--- src/rtl/cla_carry_pipe_pkg.sv ---
// cla_pkg: shared width constants, stage payload type and the prefix combine operator
// for the pipelined carry-lookahead path.
package cla_pkg;
    localparam int WIDTH = 32;
    localparam int LOG2W = $clog2(WIDTH);

    typedef struct packed {
        logic [WIDTH-1:0] g;
        logic [WIDTH-1:0] p;
        logic [WIDTH-1:0] p_orig;
        logic             cin;
    } stage_t;

    function automatic logic [1:0] pg_combine(input logic gh, input logic ph, input logic gl, input logic pl);
        return {gh | (ph & gl), ph & pl};
    endfunction
endpackage

--- src/rtl/cla_carry_pipe_ks_level.sv ---
// ks_level: one combinational Kogge-Stone prefix level with a fixed span.
module ks_level
    import cla_pkg::*;
#(
    parameter int W    = 32,
    parameter int SPAN = 1
) (
    input  logic [W-1:0] g_i,
    input  logic [W-1:0] p_i,
    output logic [W-1:0] g_o,
    output logic [W-1:0] p_o
);
    for (genvar i = 0; i < W; i++) begin : g_bit
        if (i >= SPAN) begin : g_comb
            assign {g_o[i], p_o[i]} = pg_combine(g_i[i], p_i[i], g_i[i-SPAN], p_i[i-SPAN]);
        end else begin : g_pass
            assign g_o[i] = g_i[i];
            assign p_o[i] = p_i[i];
        end
    end
endmodule

--- src/rtl/cla_carry_pipe.sv ---
// cla_carry_pipe: pipelined Kogge-Stone carry resolver producing sum, carry-out,
// signed overflow and zero flag behind a valid/ready handshake on both sides.
module cla_carry_pipe
    import cla_pkg::*;
#(
    parameter int WIDTH = cla_pkg::WIDTH
) (
    input  logic             clk,
    input  logic             rst_n,
    input  logic             flush,
    input  logic             in_valid,
    output logic             in_ready,
    input  logic [WIDTH-1:0] p,
    input  logic [WIDTH-1:0] g,
    input  logic             cin,
    output logic             out_valid,
    input  logic             out_ready,
    output logic [WIDTH-1:0] sum,
    output logic             cout,
    output logic             ovf,
    output logic             zero
);
    localparam int LVLS = $clog2(WIDTH);

    stage_t           stage_q [LVLS];
    stage_t           stage_d [LVLS];
    logic [WIDTH-1:0] lg      [LVLS];
    logic [WIDTH-1:0] lp      [LVLS];
    logic [LVLS-1:0]  valid_q;
    logic             out_valid_q, cout_q, ovf_q, zero_q;
    logic [WIDTH-1:0] sum_q, sum_d;
    logic [WIDTH:0]   c;
    logic             advance, accept;

    assign advance  = !out_valid_q || out_ready;
    assign in_ready = advance && !flush;
    assign accept   = in_valid && in_ready;

    for (genvar k = 0; k < LVLS; k++) begin : g_lvl
        ks_level #(.W(WIDTH), .SPAN(1 << k)) u_lvl (
            .g_i(stage_q[k].g),
            .p_i(stage_q[k].p),
            .g_o(lg[k]),
            .p_o(lp[k])
        );
    end

    // carry-in folded into bit 0 generate so the prefix tree yields c[i+1] = G[i:0] directly
    always_comb begin
        stage_d[0] = '{g: {g[WIDTH-1:1], g[0] | (p[0] & cin)}, p: p, p_orig: p, cin: cin};
        for (int k = 1; k < LVLS; k++)
            stage_d[k] = '{g: lg[k-1], p: lp[k-1], p_orig: stage_q[k-1].p_orig, cin: stage_q[k-1].cin};
    end

    assign c     = {lg[LVLS-1], stage_q[LVLS-1].cin};
    assign sum_d = stage_q[LVLS-1].p_orig ^ c[WIDTH-1:0];

    always_ff @(posedge clk or negedge rst_n) begin
        if (!rst_n) begin
            stage_q     <= '{default: '0};
            valid_q     <= '0;
            out_valid_q <= 1'b0;
            sum_q       <= '0;
            cout_q      <= 1'b0;
            ovf_q       <= 1'b0;
            zero_q      <= 1'b0;
        end else if (flush) begin
            valid_q     <= '0;
            out_valid_q <= 1'b0;
        end else if (advance) begin
            stage_q     <= stage_d;
            valid_q     <= {valid_q[LVLS-2:0], accept};
            out_valid_q <= valid_q[LVLS-1];
            sum_q       <= sum_d;
            cout_q      <= c[WIDTH];
            ovf_q       <= c[WIDTH] ^ c[WIDTH-1];
            zero_q      <= sum_d == '0;
        end
    end

    assign out_valid = out_valid_q;
    assign sum       = sum_q;
    assign cout      = cout_q;
    assign ovf       = ovf_q;
    assign zero      = zero_q;
endmodule

--- config.mk ---
export PLATFORM = sky130hd
export DESIGN_NAME = cla_carry_pipe
export DESIGN_NICKNAME = d
export VERILOG_FILES = /design/src/rtl/cla_carry_pipe_pkg.sv /design/src/rtl/cla_carry_pipe_ks_level.sv /design/src/rtl/cla_carry_pipe.sv
export SDC_FILE = /design/constraint.sdc
export NUM_CORES = 1
export LEC_CHECK = 0
export ABC_AREA = 1
export CAP_MARGIN = 20
export CORE_UTILIZATION = 30
export CTS_CLUSTER_SIZE = 40
export DETAILED_ROUTE_END_ITERATION = 16
export PLACE_DENSITY = 0.5
export SKIP_LAST_GASP = 1
export SLEW_MARGIN = 20
export SYNTH_ARGS = -nofsm -noshare
export SYNTH_HDL_FRONTEND = slang
export SYNTH_SLANG_ARGS = --single-unit
--- constraint.sdc ---
create_clock -name clk -period 1.65 [get_ports clk]
set_input_delay 0.4125 -clock clk [delete_from_list [all_inputs] [get_ports clk]]
set_output_delay 0.4125 -clock clk [all_outputs]
set_load 0.05 [all_outputs]
-- Word level (Yosys, flattened, before mapping)
Index checks and enable logic that the tools add are counted.
Widths: inputs -> output; s select.
- register bits after elaboration: 494
- ROM bits: 0
- memory bits (writable): 0
- memories kept: 0
- bits in latches: 0
- reduce and logical (&&, ||, !) cells: 8
- $lt $le $gt $ge: 0
- multipliers: 0
- eq/ne operators: 0
- bitwise operators: 376
- div/mod/pow operators: 0
- shifts and indexed selects: 0
- mux-type cells: 4
- add/subtract/negate cells: 0
- operators with widths (cell ; number):
    $and 1x1->1 ; 243
    $or 1x1->1 ; 130
    $logic_not 32->1 ; 1
    $xor 32x32->32 ; 1
    $mux 5 ; 2
    $logic_and 1x1->1 ; 2
    $logic_not 1->1 ; 2
    $mux 1 ; 2
    $reduce_and 2->1 ; 1
    $reduce_bool 2->1 ; 1
    $logic_or 1x1->1 ; 1
    $not 1->1 ; 1
    $xor 1x1->1 ; 1

-- Longest topological paths before layout
- depth after elaboration: 6
- depth in mapped cells: 10
- mapped depth without buffers: 10

-- By module
A second synthesis with hierarchy kept.
- cell total of the unflattened synthesis: 2820
- area total of the unflattened synthesis: 22031.1 um2
- by module, submodules not included (module ; cells each ; instances ; sequential area each (um2) ; area an instance (um2)):
    cla_carry_pipe ; 2113 ; 1 ; 12361.9 ; 19144.6
    ks_level (g_lvl[0].u_lvl) ; 157 ; 1 ; 0.0 ; 596.8
    ks_level (g_lvl[1].u_lvl) ; 154 ; 1 ; 0.0 ; 593.1
    ks_level (g_lvl[2].u_lvl) ; 148 ; 1 ; 0.0 ; 585.6
    ks_level (g_lvl[3].u_lvl) ; 136 ; 1 ; 0.0 ; 570.5
    ks_level (g_lvl[4].u_lvl) ; 112 ; 1 ; 0.0 ; 540.5

-- Least setup slack after synthesis
OpenSTA, ideal clock, no wires.
- path type: reg2out
- start point: reg out_valid_q (netlist: out_valid)
- end point: out in_ready
- setup slack: -0.124 ns
- data arrival time: 1.362 ns
- cell stages (with the launch flop): 5
- cells stage by stage: dfrtp_1 > a21oi_4 > buf_6 > buf_4 > buf_4
- word-level cells in the longest chain between the ends: 3
- ends and longest elaborated chain (element ; line ; RTL):
    start, declared ; cla_carry_pipe.sv:30 ; logic out_valid_q, cout_q, ovf_q, zero_q;
    start signal, assigned ; cla_carry_pipe.sv:73 ; out_valid_q <= valid_q[LVLS-1];
    $logic_not 1->1 ; cla_carry_pipe.sv:35 ; assign advance = !out_valid_q || out_ready;
    $logic_or 1x1->1 ; cla_carry_pipe.sv:35 ;
    $logic_and 1x1->1 ; cla_carry_pipe.sv:36 ; assign in_ready = advance && !flush;
    end, declared ; cla_carry_pipe.sv:12 ; output logic in_ready,
No other way between the ends.

-- Final worst setup path
Same ends and word-level chain as after synthesis.

==> impl_results.md <==
* Status: finished, violations left
* Violated checks: setup timing
* Fmax achieved at 548.8 MHz
* Placer Congestion at 0.8148
* Synth Net Count at 2120
* Wire length per cell at 16.08 um
* Max clock buf depth at 3
* Tmin final at 1.822 ns
* IO Port Bufs at about 110
* Final period util at 1.104
* Initial antenna violation count at 0
* Number of DRC markers in iteration 0 at 1020
* Vias per cell at 4.518
* Final Skew at between 0.01 and 0.015 ns
* Vias in the first global route at between 10000 and 15000
* R2R depth at 7
* Clk Latency, worst-skew pair at 0.57 ns
* Total clock sinks at between 400 and 500
* Synth Register Bits at 464
* CTS root buffer: clkbuf_16
* Global-route wire length before repair at about 80000 um
* Max Transition Viols Final at 0
* Worst flop-to-flop path endpoint: cout$_DFFE_PN0N_
* CTS tree: done
* Remaining DRCs at 0
* Die ar. at between 60000 and 70000 sq um
* Max FO, Critical Path at 2
* Most area-hungry cell type in the Yosys netlist: dfrtp_1
* Synth-to-Final Area Change at 23.81%
* Worst r2r src: out_valid$_DFFE_PN0P_
* Share of layout cells above drive strength 1 at 0.08465
* Fin. Hold Viols at 0
* Top Family by Delay on Critical Path: flip-flops
* DRT Pass-1 Iters at 5
* Most Frequent Cell on Critical Path: buf_12
* Final HPWL DP at 35420 um
* Final Total Pwr at between 20 and 30 mW
* CP arrival at 1.41 ns
* Routed WL at 49170 um
* Fin worst setup slack at -0.1723 ns
* Die width at 251.7 um
* Slew HR at 0.6596
* Top FF cell, synth: dfrtp_1
* Setup crit start kind: flip-flop
* Vias after detailed routing at 13816
* WP data required at about 1.2 ns
* Leakage at 11.07 nW
* Core area at 61710 sq um
* Grt ovf at 0
* Worst Tran Pin Value at 0.5053 ns
* CP Cell Sequence: a21oi_4, buf_12, buf_12
* WP buf/inv at 2
* Row count at 91
* Post-synth ARST share at 1.000
* Worst setup EP type: output port
* Syn Area/Cell at 9.126 sq um
* Crit path capture: in_ready
* Top Ports at 107
* Die Ht at 251.7 um
* Yosys cell types at 22
* Critical Path Max Stage Delay at about 0.42 ns
* Reg clk slew, reported paths at 0.06 ns
* Clock buffer count from CTS at 49
* Yosys top cell area share at 0.6207
* Maximum vdd ir drop at around 700 uV
* Critical path origin: out_valid$_DFFE_PN0P_
* Top-count cell post-synth: nand2_1
* Critical path type: flip-flop to output port
* Critical path depth in cells at 3
* Ant diodes at 0
* Final setup viols at 9
* Ys Warns at 0
* Post-synth EDFFs at 0
* H-tree levels at 2
* Maximum number of pins on one net before global-route repair at between 60 and 70
* Starting Density at 0.3032
* Area contributors post-synth: dfrtp_1, nand2_1, o21ai_0
* Finished Core Util at 0.3753
* RSZ-0062 raised after global routing: true
* Max-cap check violation count at 0
* Crit-path slowest cell: dfrtp_2
* Routed Antenna Nets at 0
* Commonest cells post-synth: nand2_1, dfrtp_1, o21ai_0
* Worst Hold Class: input port to async pin
* Syn Inst Count at 2050
* PD cells at ~1300 nW/um^2
* Cell Area, Synth at 18710 sq um
* Worst reg2reg setup slack at -0.02 ns
* Gr usage total at 0.1570
* Sequential share of the synthesized area at 0.6207
* Fin nets at around 2300
[worst min path at each step]
stage	slack, ns	end	start
floorplan	0.12	c[0]$_DFFE_PN0N_	rst_n
global placement	0.31	stage_q[74]$_DFFE_PN0N_	rst_n
detailed placement	0.31	stage_q[74]$_DFFE_PN0N_	rst_n
CTS	0.28	stage_q[84]$_DFFE_PN0N_	rst_n
global route	0.30	stage_q[84]$_DFFE_PN0N_	rst_n
finish	0.31	stage_q[84]$_DFFE_PN0N_	rst_n
[worst register-to-register path, stage by stage, from the launching register on]
cell and delay (ns):
dfrtp_2 0.42, a21oi_4 0.16, buf_12 0.13, buf_6 0.27, inv_6 0.15, buf_4 0.24
nand2_1 0.09, o21ai_0 0.08
[area by class of cell]
| class | instances | area [sq um] |
|---|---|---|
| Sequential cell | 464 | 11610 |
| Clock buffer | 79 | 1479 |
| Tap cell | 837 | 1047 |
| Timing Repair Buffer | 184 | 2411 |
| Fill cell | 6335 | 38550 |
| Clock inverter | 6 | 80.08 |
| Inverter | 276 | 1041 |
| Multi-Input combinational cell | 1212 | 5490 |
[report_power, final]
part           leakage (nW)  switching, mW  internal, mW
Combinational          4.38           3.15          2.13
Clock                 0.767           4.40          6.39
Sequential             5.92           1.06          12.9
[cell usage in the layout (no fill, tap or decap), types with 2 or more instances in the layout]
cell type,n
a21oi_1,25
a31oi_1,15
buf_12,58
buf_16,3
buf_4,47
buf_6,3
bufinv_16,2
clkbuf_1,16
clkbuf_16,52
clkbuf_8,14
clkdlybuf4s50_1,68
clkinv_2,4
dfrtp_1,462
dfrtp_2,2
inv_1,275
nand2_1,669
nand3_1,67
nor2_1,31
o21ai_0,298
o21ai_1,8
o221ai_1,42
o22ai_1,32
o31ai_1,12
xnor2_1,5
xor2_1,5
[layer usage]
metal  vias to the layer above  track usage  share of wire
li1                       6813            -              -
met1                      6716       0.2230           0.48
met2                       236       0.2482           0.46
met3                        51      0.02363          0.040
met4                         0      0.04443          0.017
met5                         -            0              0
[timing repair]
action	in CTS	in global routing
hold buffers	1	0
endpoints found under the hold margin	41	0
gates cloned	0	3
pin swaps	1	0
endpoints found under the setup margin	2	275
gates resized for setup	1	6
buffers inserted	3	1
[registers in the layout, indices dropped and copies added (netlist names)]
| register | count |
|---|---|
| valid_q | 5 |
| stage_q | 293 |
| ovf | 1 |
| out_valid | 1 |
| stage_d | 129 |
| c | 1 |
| zero | 1 |
| sum | 32 |
| cout | 1 |
[kinds of logic after synthesis]
group | share of synthesized area
AO/OA/AOI/OAI | 0.1300
XOR/XNOR | 0.004681
buffers and inverters | 0.08587
flip-flops | 0.6207
AND/OR/NAND/NOR | 0.1588
[metrics by stage]
stage / instances / instance area (sq um) / setup slack (ns) / hold slack (ns) / TNS [ns]
2_1_floorplan: 2050 / 18710 / 0.02712 / 0.1169 / 0
3_3_place_gp: 2965 / 21450 / -0.3746 / 0.3082 / -124.08
3_5_place_dp: 2965 / 21450 / -0.4280 / 0.3076 / -131.37
4_1_cts: 3054 / 23050 / -0.2210 / 0.2846 / -7.326
5_1_grt: 3058 / 23160 / -0.2269 / 0.3044 / -6.830
6_report: 3058 / 23160 / -0.1723 / 0.3081 / -0.3793
(Power assumes the default switching activity.)
